===== src/rtl/spi_rx_ip.sv =====
// SPI receive-only slave (mode 0): synchronizes scl/sda/cs into the clk domain,
// assembles bytes on scl rising edges and hands them to a consumer via valid/rd_ack.
module spi_rx_ip #(
    parameter int SYNC_STAGES = 2,
    parameter int MSB_FIRST   = 1
) (
    input  logic       clk,
    input  logic       reset,
    input  logic       scl,
    input  logic       sda,
    input  logic       cs,
    input  logic       rd_ack,
    output logic [7:0] data_out,
    output logic       valid,
    output logic       overrun,
    output logic       frame_err,
    output logic       busy
);

    typedef enum logic {
        IDLE = 1'b0,
        RECV = 1'b1
    } state_e;

    // Handshake: valid is a level that stays high until rd_ack is sampled high;
    // a byte completing in the same cycle as rd_ack keeps valid high.

    logic [SYNC_STAGES-1:0] scl_sync_q, scl_sync_d;
    logic [SYNC_STAGES-1:0] sda_sync_q, sda_sync_d;
    logic [SYNC_STAGES-1:0] cs_sync_q,  cs_sync_d;
    logic                   scl_prev_q, scl_prev_d;

    state_e     state_q, state_d;
    logic [2:0] bit_cnt_q, bit_cnt_d;
    logic [7:0] shift_q, shift_d;
    logic [7:0] data_out_q, data_out_d;
    logic       valid_q, valid_d;
    logic       overrun_q, overrun_d;
    logic       frame_err_q, frame_err_d;
    logic       busy_q, busy_d;

    logic       sync_scl;
    logic       sync_sda;
    logic       sync_cs;
    logic       scl_rise;
    logic       byte_done;
    logic [7:0] shift_next;

    assign sync_scl = scl_sync_q[SYNC_STAGES-1];
    assign sync_sda = sda_sync_q[SYNC_STAGES-1];
    assign sync_cs  = cs_sync_q[SYNC_STAGES-1];
    assign scl_rise = sync_scl & ~scl_prev_q;

    always_comb begin
        scl_sync_d = {scl_sync_q[SYNC_STAGES-2:0], scl};
        sda_sync_d = {sda_sync_q[SYNC_STAGES-2:0], sda};
        cs_sync_d  = {cs_sync_q[SYNC_STAGES-2:0], cs};
        scl_prev_d = sync_scl;
    end

    // The byte as it will look once the bit now being sampled is included.
    always_comb begin
        if (MSB_FIRST != 0) begin
            shift_next = {shift_q[6:0], sync_sda};
        end else begin
            shift_next = {sync_sda, shift_q[7:1]};
        end
    end

    always_comb begin
        state_d     = state_q;
        bit_cnt_d   = bit_cnt_q;
        shift_d     = shift_q;
        frame_err_d = 1'b0;
        byte_done   = 1'b0;

        case (state_q)
            IDLE: begin
                if (!sync_cs) begin
                    state_d   = RECV;
                    bit_cnt_d = 3'd0;
                    shift_d   = 8'h00;
                end
            end
            RECV: begin
                // Deselect wins over a coincident scl edge.
                if (sync_cs) begin
                    state_d     = IDLE;
                    frame_err_d = (bit_cnt_q != 3'd0);
                    bit_cnt_d   = 3'd0;
                    shift_d     = 8'h00;
                end else if (scl_rise) begin
                    shift_d   = shift_next;
                    bit_cnt_d = bit_cnt_q + 3'd1;
                    byte_done = (bit_cnt_q == 3'd7);
                end
            end
            default: begin
                state_d = IDLE;
            end
        endcase
    end

    always_comb begin
        data_out_d = data_out_q;
        valid_d    = valid_q;
        overrun_d  = overrun_q;

        if (byte_done) begin
            data_out_d = shift_next;
            valid_d    = 1'b1;
            if (valid_q && !rd_ack) begin
                overrun_d = 1'b1;
            end
        end else if (rd_ack) begin
            valid_d   = 1'b0;
            overrun_d = 1'b0;
        end

        busy_d = (state_d == RECV);
    end

    always_ff @(posedge clk) begin
        if (reset) begin
            scl_sync_q  <= '0;
            sda_sync_q  <= '0;
            cs_sync_q   <= '1;
            scl_prev_q  <= 1'b0;
            state_q     <= IDLE;
            bit_cnt_q   <= 3'd0;
            shift_q     <= 8'h00;
            data_out_q  <= 8'h00;
            valid_q     <= 1'b0;
            overrun_q   <= 1'b0;
            frame_err_q <= 1'b0;
            busy_q      <= 1'b0;
        end else begin
            scl_sync_q  <= scl_sync_d;
            sda_sync_q  <= sda_sync_d;
            cs_sync_q   <= cs_sync_d;
            scl_prev_q  <= scl_prev_d;
            state_q     <= state_d;
            bit_cnt_q   <= bit_cnt_d;
            shift_q     <= shift_d;
            data_out_q  <= data_out_d;
            valid_q     <= valid_d;
            overrun_q   <= overrun_d;
            frame_err_q <= frame_err_d;
            busy_q      <= busy_d;
        end
    end

    assign data_out  = data_out_q;
    assign valid     = valid_q;
    assign overrun   = overrun_q;
    assign frame_err = frame_err_q;
    assign busy      = busy_q;

endmodule


===== config.mk =====
export PLATFORM = sky130hd
export DESIGN_NAME = spi_rx_ip
export DESIGN_NICKNAME = d
export VERILOG_FILES = /design/src/rtl/spi_rx_ip.sv
export SDC_FILE = /design/constraint.sdc
export NUM_CORES = 1
export LEC_CHECK = 0
export BUFFER_PORTS_ARGS = -buffer_cell sky130_fd_sc_hd__buf_4
export CAP_MARGIN = 20
export CORE_MARGIN = 2
export CORE_UTILIZATION = 30
export DETAILED_ROUTE_END_ITERATION = 6
export PLACE_DENSITY = 0.56
export SLEW_MARGIN = 10
export SYNTH_ARGS = -nofsm -noshare
export SYNTH_HDL_FRONTEND = slang
export SYNTH_SLANG_ARGS = --single-unit

===== constraint.sdc =====
create_clock -name clk -period 1.7 [get_ports clk]
set_input_delay 0.085 -clock clk [delete_from_list [all_inputs] [get_ports clk]]
set_output_delay 0.085 -clock clk [all_outputs]
set_load 0.02 [all_outputs]

==> results of run 1 <==
[metal layers]
layer / vias to the layer above / routed length (um)
met4: 0 / 40
li1: 386 / -
met2: 18 / 673
met3: 5 / 121
met1: 313 / 848
met5: - / 0
[worst reg2reg max path, stage by stage (launching register included)]
cell and delay, ns:
dfxtp_1 0.37, ha_1 0.16, ha_1 0.15, and2_1 0.43, mux2i_1 0.25
[power by group through the flow]
stage | Sequential [mW] | Combinational (mW) | Clock (mW)
floorplan | 0.706 | 0.0219 | 0
CTS | 0.690 | 0.0437 | 0.603
global placement | 0.706 | 0.0363 | 0
global route | 0.691 | 0.0482 | 0.640
finish | 0.690 | 0.0434 | 0.587
detailed placement | 0.706 | 0.0366 | 0
[registers in the layout (all words and copies together) (netlist names)]
name,cells
cs_sync_q,2
scl_sync_q,2
overrun,1
valid,1
sda_sync_q,2
frame_err,1
shift_q,7
busy,1
bit_cnt_q,3
data_out,8
scl_prev_q,1
[cells by family (layout without fill, tap and decap cells)]
logic type	count (synthesis)	in the layout	share of synthesized area, %
AND/OR/NAND/NOR	38	38	18.98
flip-flops	29	29	56.45
AO/OA/AOI/OAI	15	15	9.489
multiplexers	8	8	7.786
buffers and inverters	8	32	3.649
adder cells (fa/ha/maj)	3	3	3.650
[cell type report]
type	instances	share of cell area, %
clock buffer	7	4.194
clock inverter	1	2.288
sequential	29	44.23
tap	46	4.385
multi-input combinational	64	31.27
inverter	3	0.8580
timing repair buffer	21	12.77
[final timing paths]
kind	startpoint	end	slack [ns]	depth (start not counted)
worst min-delay path	reset	busy	0.008	2
worst max register to register	bit_cnt_q[0]	data_out[6]	0.26	4
worst max-delay path	bit_cnt_q[0]	data_out[6]	0.26	4
worst min register to register	cs_sync_q[0]	cs_sync_q[1]	0.43	1
[cells in the mapped netlist]
library cell and count:
a21oi_1 1, a21oi_2 1, and2_1 1, and4bb_4 1, buf_6 1, clkbuf_1 4
dfxtp_1 29, ha_1 3, inv_1 3, mux2i_1 8, nand2_1 19, nand2b_1 3
nand3_1 1, nor2_1 1, nor2b_1 9, nor3_1 1, o2111ai_1 1, o21a_1 1
o21ai_0 3, o22ai_1 7, o32ai_1 1, or2_2 2
[stage by stage]
step	power, mW	instances
floorplan	0.7278	101
global placement	0.7421	159
CTS	1.337	171
finish	1.321	171
detailed placement	0.7428	159
global route	1.379	171
==> flow_metrics.env, run 1 <==
export IMPL_grt_max_degree=23
export IMPL_postCtsSetupBuffers=0
export IMPL_wl_per_cell_um=9.842
export IMPL_grt_busiest_layer="met1"
export IMPL_use_met2_pct=12.77
export IMPL_cts_max_path_buffers=2
export IMPL_die_area_sq_um=3913
export IMPL_multi_input_area_sq_um=410.4
export IMPL_fp_dieH_um=62.55
export IMPL_max_freq_ghz=0.6943
export IMPL_clkLatencyLatePin_ns=0.33
export IMPL_n_fill_cell=364
export IMPL_finalCriticalPeriod_ns=1.440
export IMPL_slew_viol_final=0
export IMPL_grt_pass1_vias=662
export IMPL_cp_data_required_time_ns=1.96
export IMPL_cts_sinks=29
export IMPL_grt_overflow_total=0
export IMPL_chipWidth_um=62.55
export IMPL_gp_congestion=0.6996
export IMPL_layout_setup_ws_ns=0.2597
export IMPL_irDropWorstVdd_mv=0.5049
export IMPL_antenna_found_initial=0
export IMPL_hold_class="in -> reg"
export IMPL_cap_violations=0
export IMPL_final_period_utilization_pct=84.72
export IMPL_core_sq_um=3311
export IMPL_clk_pin_slew_ns=0.09
export IMPL_yosys_register_bits=29
export IMPL_synth_area_sq_um=1028
export IMPL_hpwlAfterDp_um=1082
export IMPL_antenna_cells=0
export IMPL_power_frac_comb_pct=3.3
export IMPL_synthTopCellsByArea="dfxtp_1 56%, mux2i_1 7.8%, nand2_1 6.9%, nor2b_1 5.5%, o22ai_1 4.3%"
export IMPL_hold_ws_ns=0.007974
export IMPL_power_frac_clock_pct=44.5
export IMPL_portBuffers=17
export IMPL_pin_count=18
export IMPL_place_area_sq_um=1187
export IMPL_yosys_warnings=0
export IMPL_syn_nets=110
export IMPL_cts_root_buf="clkbuf_4"
export IMPL_grt_pass1_wl_um=2973
export IMPL_status="finished clean"
export IMPL_rsz0062_at_grt="false"
export IMPL_fin_worst_skew_ns=0.007686
export IMPL_cts_hold_buf=4
export IMPL_drive_gt1_share_pct=22.40
export IMPL_crit_top_cell="ha_1"
export IMPL_syn_area_per_cell_sq_um=10.18
export IMPL_swShare_pct=19.79
export IMPL_layout_cells_most_common_list="29 x dfxtp_1, 19 x nand2_1, 17 x buf_4, 9 x nor2b_1, 8 x mux2i_1"
export IMPL_cp_max_fo=9
export IMPL_vias_per_cell=4.222
export IMPL_htree_levels=2
export IMPL_rows=21
export IMPL_final_setup_viol_count=0
export IMPL_pwr_share_seq_pct=52.3
export IMPL_cts_tree="yes"
export IMPL_cts_inserted_buffers=5
export IMPL_gr_usage_met1_pct=12.90
export IMPL_critPathSlowestCell="and2_1"
export IMPL_path_cells="ha_1, ha_1, and2_1, mux2i_1"
export IMPL_max_slew_margin_pct=58.78
export IMPL_worstSetupPathType="reg -> reg"
export IMPL_crit_path_start_kind="register"
export IMPL_critical_path_arrival_ns=1.70
export IMPL_register_area_sq_um=580.6
export IMPL_pre_cts_slack_ns=0.2413
export IMPL_end_kind="register"
export IMPL_critPathTopFamily="simple AND/OR/NAND/NOR gates"
export IMPL_critPathMaxStageDelay_ns=0.43
export IMPL_initial_core_util_pct=31.07
export IMPL_worst_pin_slew_ns=0.6177
export IMPL_hold_viol=0
export IMPL_track_usage_pct=10.02
export IMPL_drt_iter0_drc=31
export IMPL_p_int_mw=1.059
export IMPL_post_cts_resized=0
export IMPL_first_pass_iters=4
export IMPL_yosysTopAreaCell="dfxtp_1"
export IMPL_final_common_cell="dfxtp_1"
export IMPL_area_delta_synth_final_pct=27.62
export IMPL_final_util_pct=39.64
export IMPL_synth_cells=101
export IMPL_synth_top_cell_area_share_pct=56.45
export IMPL_yosysSeqAreaShare_pct=56.45
export IMPL_p_sw_mw=0.2613
export IMPL_drc_errors=0
export IMPL_vias=722
export IMPL_ant_nets=0
export IMPL_crit_buf_inv=0
export IMPL_power_density_nw_per_um2=1006
export IMPL_leakagePower_nw=0.5014
export IMPL_fin_nets=133
export IMPL_grtUsageMet3_pct=4.144
export IMPL_final_area_sq_um=1313
export IMPL_routed_wl_um=1683
export IMPL_yosysUniqueCellTypes=22
export IMPL_tns_ns=0
Note: power is estimated with default switching activity, not from simulation.
==> run 2, diff against run 1 <==
--- a/config.mk
+++ b/config.mk
@@ -10,7 +10,7 @@
 export CORE_MARGIN = 2
 export CORE_UTILIZATION = 30
 export DETAILED_ROUTE_END_ITERATION = 6
-export PLACE_DENSITY = 0.56
+export PLACE_DENSITY = 0.58
 export SLEW_MARGIN = 10
 export SYNTH_ARGS = -nofsm -noshare
 export SYNTH_HDL_FRONTEND = slang
==> constraint.sdc (replaced) <==
create_clock -name clk -period 1.29 [get_ports clk]
set_input_delay 0.0645 -clock clk [delete_from_list [all_inputs] [get_ports clk]]
set_output_delay 0.0645 -clock clk [all_outputs]
set_load 0.02 [all_outputs]
==> run 2 against run 1 <==
Clock skew is 0.0022 ns lower. Critical path depth is 1 higher. Final area is 4.6% higher.
==> flow_metrics.env, run 2 (synthesis results as in run 1) <==
export IMPL_drt_iter0_drc=24
export IMPL_pin_count=18
export IMPL_gp_congestion=0.6993
export IMPL_antenna_cells=0
export IMPL_final_area_sq_um=1373
export IMPL_critPathSlowestCell="dfxtp_1"
export IMPL_rsz0062_at_grt="false"
export IMPL_largest_register_ffs=8
export IMPL_routed_wl_um=1922
export IMPL_leakagePower_nw=0.5363
export IMPL_grt_max_degree=19
export IMPL_max_freq_ghz=0.8161
export IMPL_reg2reg_from="busy"
export IMPL_cap_violations=0
export IMPL_crit_path_start_kind="register"
export IMPL_cts_sinks=29
export IMPL_hold_ws_ns=0.01282
export IMPL_die_area_sq_um=3913
export IMPL_crit_start="busy"
export IMPL_chipWidth_um=62.55
export IMPL_vias=786
export IMPL_swShare_pct=23.72
export IMPL_status="finished clean"
export IMPL_crit_top_cell="buf_4"
export IMPL_antenna_found_initial=0
export IMPL_cts_tree="yes"
export IMPL_slew_viol_final=0
export IMPL_wl_per_cell_um=10.62
export IMPL_final_setup_viol_count=0
export IMPL_hold_class="in -> reg"
export IMPL_core_sq_um=3311
export IMPL_cp_data_required_time_ns=1.52
export IMPL_cp_max_fo=10
export IMPL_first_pass_iters=4
export IMPL_hpwlAfterDp_um=1211
export IMPL_drive_gt1_share_pct=28.89
export IMPL_irDropWorstVdd_mv=0.7465
export IMPL_critPathMaxStageDelay_ns=0.34
export IMPL_power_frac_comb_pct=4.8
export IMPL_area_delta_synth_final_pct=33.46
export IMPL_initial_core_util_pct=31.07
export IMPL_layout_cells_most_common_list="29 x dfxtp_1, 23 x buf_4, 19 x nand2_1, 9 x nor2b_1, 8 x mux2i_1"
export IMPL_cts_max_path_buffers=2
export IMPL_cts_root_buf="clkbuf_4"
export IMPL_pwr_share_seq_pct=60.2
export IMPL_worstSetupPathType="reg -> reg"
export IMPL_layout_setup_ws_ns=0.06462
export IMPL_end_kind="register"
export IMPL_grt_overflow_total=0
export IMPL_clkLatencyLatePin_ns=0.32
export IMPL_htree_levels=2
export IMPL_p_sw_mw=0.3577
export IMPL_power_frac_clock_pct=35.0
export IMPL_grt_pass1_vias=766
export IMPL_path_cells="buf_4, nor2b_1, a21oi_2, buf_4, o32ai_1"
export IMPL_place_area_sq_um=1240
export IMPL_min_from="rd_ack"
export IMPL_fin_worst_skew_ns=0.005521
export IMPL_grt_pass1_wl_um=3208
export IMPL_track_usage_pct=10.67
export IMPL_final_common_cell="dfxtp_1"
export IMPL_drc_errors=0
export IMPL_portBuffers=17
export IMPL_rows=21
export IMPL_ant_nets=0
export IMPL_critical_path_arrival_ns=1.46
export IMPL_fin_nets=143
export IMPL_finalCriticalPeriod_ns=1.225
export IMPL_vias_per_cell=4.343
export IMPL_hold_viol=0
export IMPL_power_density_nw_per_um2=1099
export IMPL_final_period_utilization_pct=94.99
export IMPL_clk_pin_slew_ns=0.09
export IMPL_pre_cts_slack_ns=-0.1017
export IMPL_fp_dieH_um=62.55
export IMPL_max_slew_margin_pct=78.48
export IMPL_worst_pin_slew_ns=0.3228
export IMPL_p_int_mw=1.150
export IMPL_cts_inserted_buffers=5
run 2: cell count changes in the layout (fill, tap and decap cells not counted), sizes merged:
cell,before,now
buf,17,24
clkbuf,7,5
clkinv,0,2
dlygate4sd3,4,6
and2,1,2
bufinv,1,0
clkinvlp,0,1
run 2: worst max-delay path, delay by kind of cell (launching register included):
| kind | cells | cell delay [ns] |
|---|---|---|
| DFF | 1 | 0.34 |
| buffers and inverters | 2 | 0.29 |
| AOI/OAI and AO/OA | 2 | 0.29 |
| and+or+nand+nor | 1 | 0.22 |
run 2: worst paths after layout:
check / slack, ns / cells past startpoint / to
worst max-delay path: 0.06 / 5 / bit_cnt_q[1]
worst min-delay path: 0.01 / 3 / overrun
worst max register to register: 0.06 / 5 / bit_cnt_q[1]
worst min register to register: 0.42 / 1 / cs_sync_q[1]
run 2: repair_timing:
item                       in CTS  in global routing
gates cloned                    0                  1
hold endpoints to repair        8                  0
resized for setup               1                  4
pin swaps                       0                  1
hold buffers                    6                  0
setup endpoints to repair       9                  9
setup buffers                   0                  0
run 2: layout make-up:
cell class	count	area, sq um
fill	357	1938
clock inverter	3	17.52
clock buffer	5	37.54
inverter	3	11.26
timing repair buffer	30	244.0
sequential	29	580.6
multi-input combinational	65	424.2
tap	46	57.56
run 2: power groups by stage:
stage	sequential [mW]	clock [mW]	combinational, mW
2_1_floorplan	0.930	0	0.0289
3_3_place_gp	0.929	0	0.0568
3_5_place_dp	0.929	0	0.0580
4_1_cts	0.908	0.554	0.0723
5_1_grt	0.909	0.588	0.0796
6_report	0.908	0.528	0.0727
run 2: per-stage QoR:
stage               setup TNS (ns)  utilization (%)  total power, mW  instances
floorplan                        0                -           0.9591        101
global placement           -0.5734            37.45           0.9856        166
detailed placement         -0.6722            37.45           0.9866        166
CTS                              0            40.97            1.534        180
global route                     0            41.46            1.577        181
finish                           0            41.46            1.508        181
run 2: layer usage:
layer	GRT usage (%)	up-vias	share of wire [%]
met4	5.000	0	1.3
met5	0	-	0
li1	-	411	-
met1	11.10	351	44
met3	5.766	4	6.3
met2	17.61	20	48
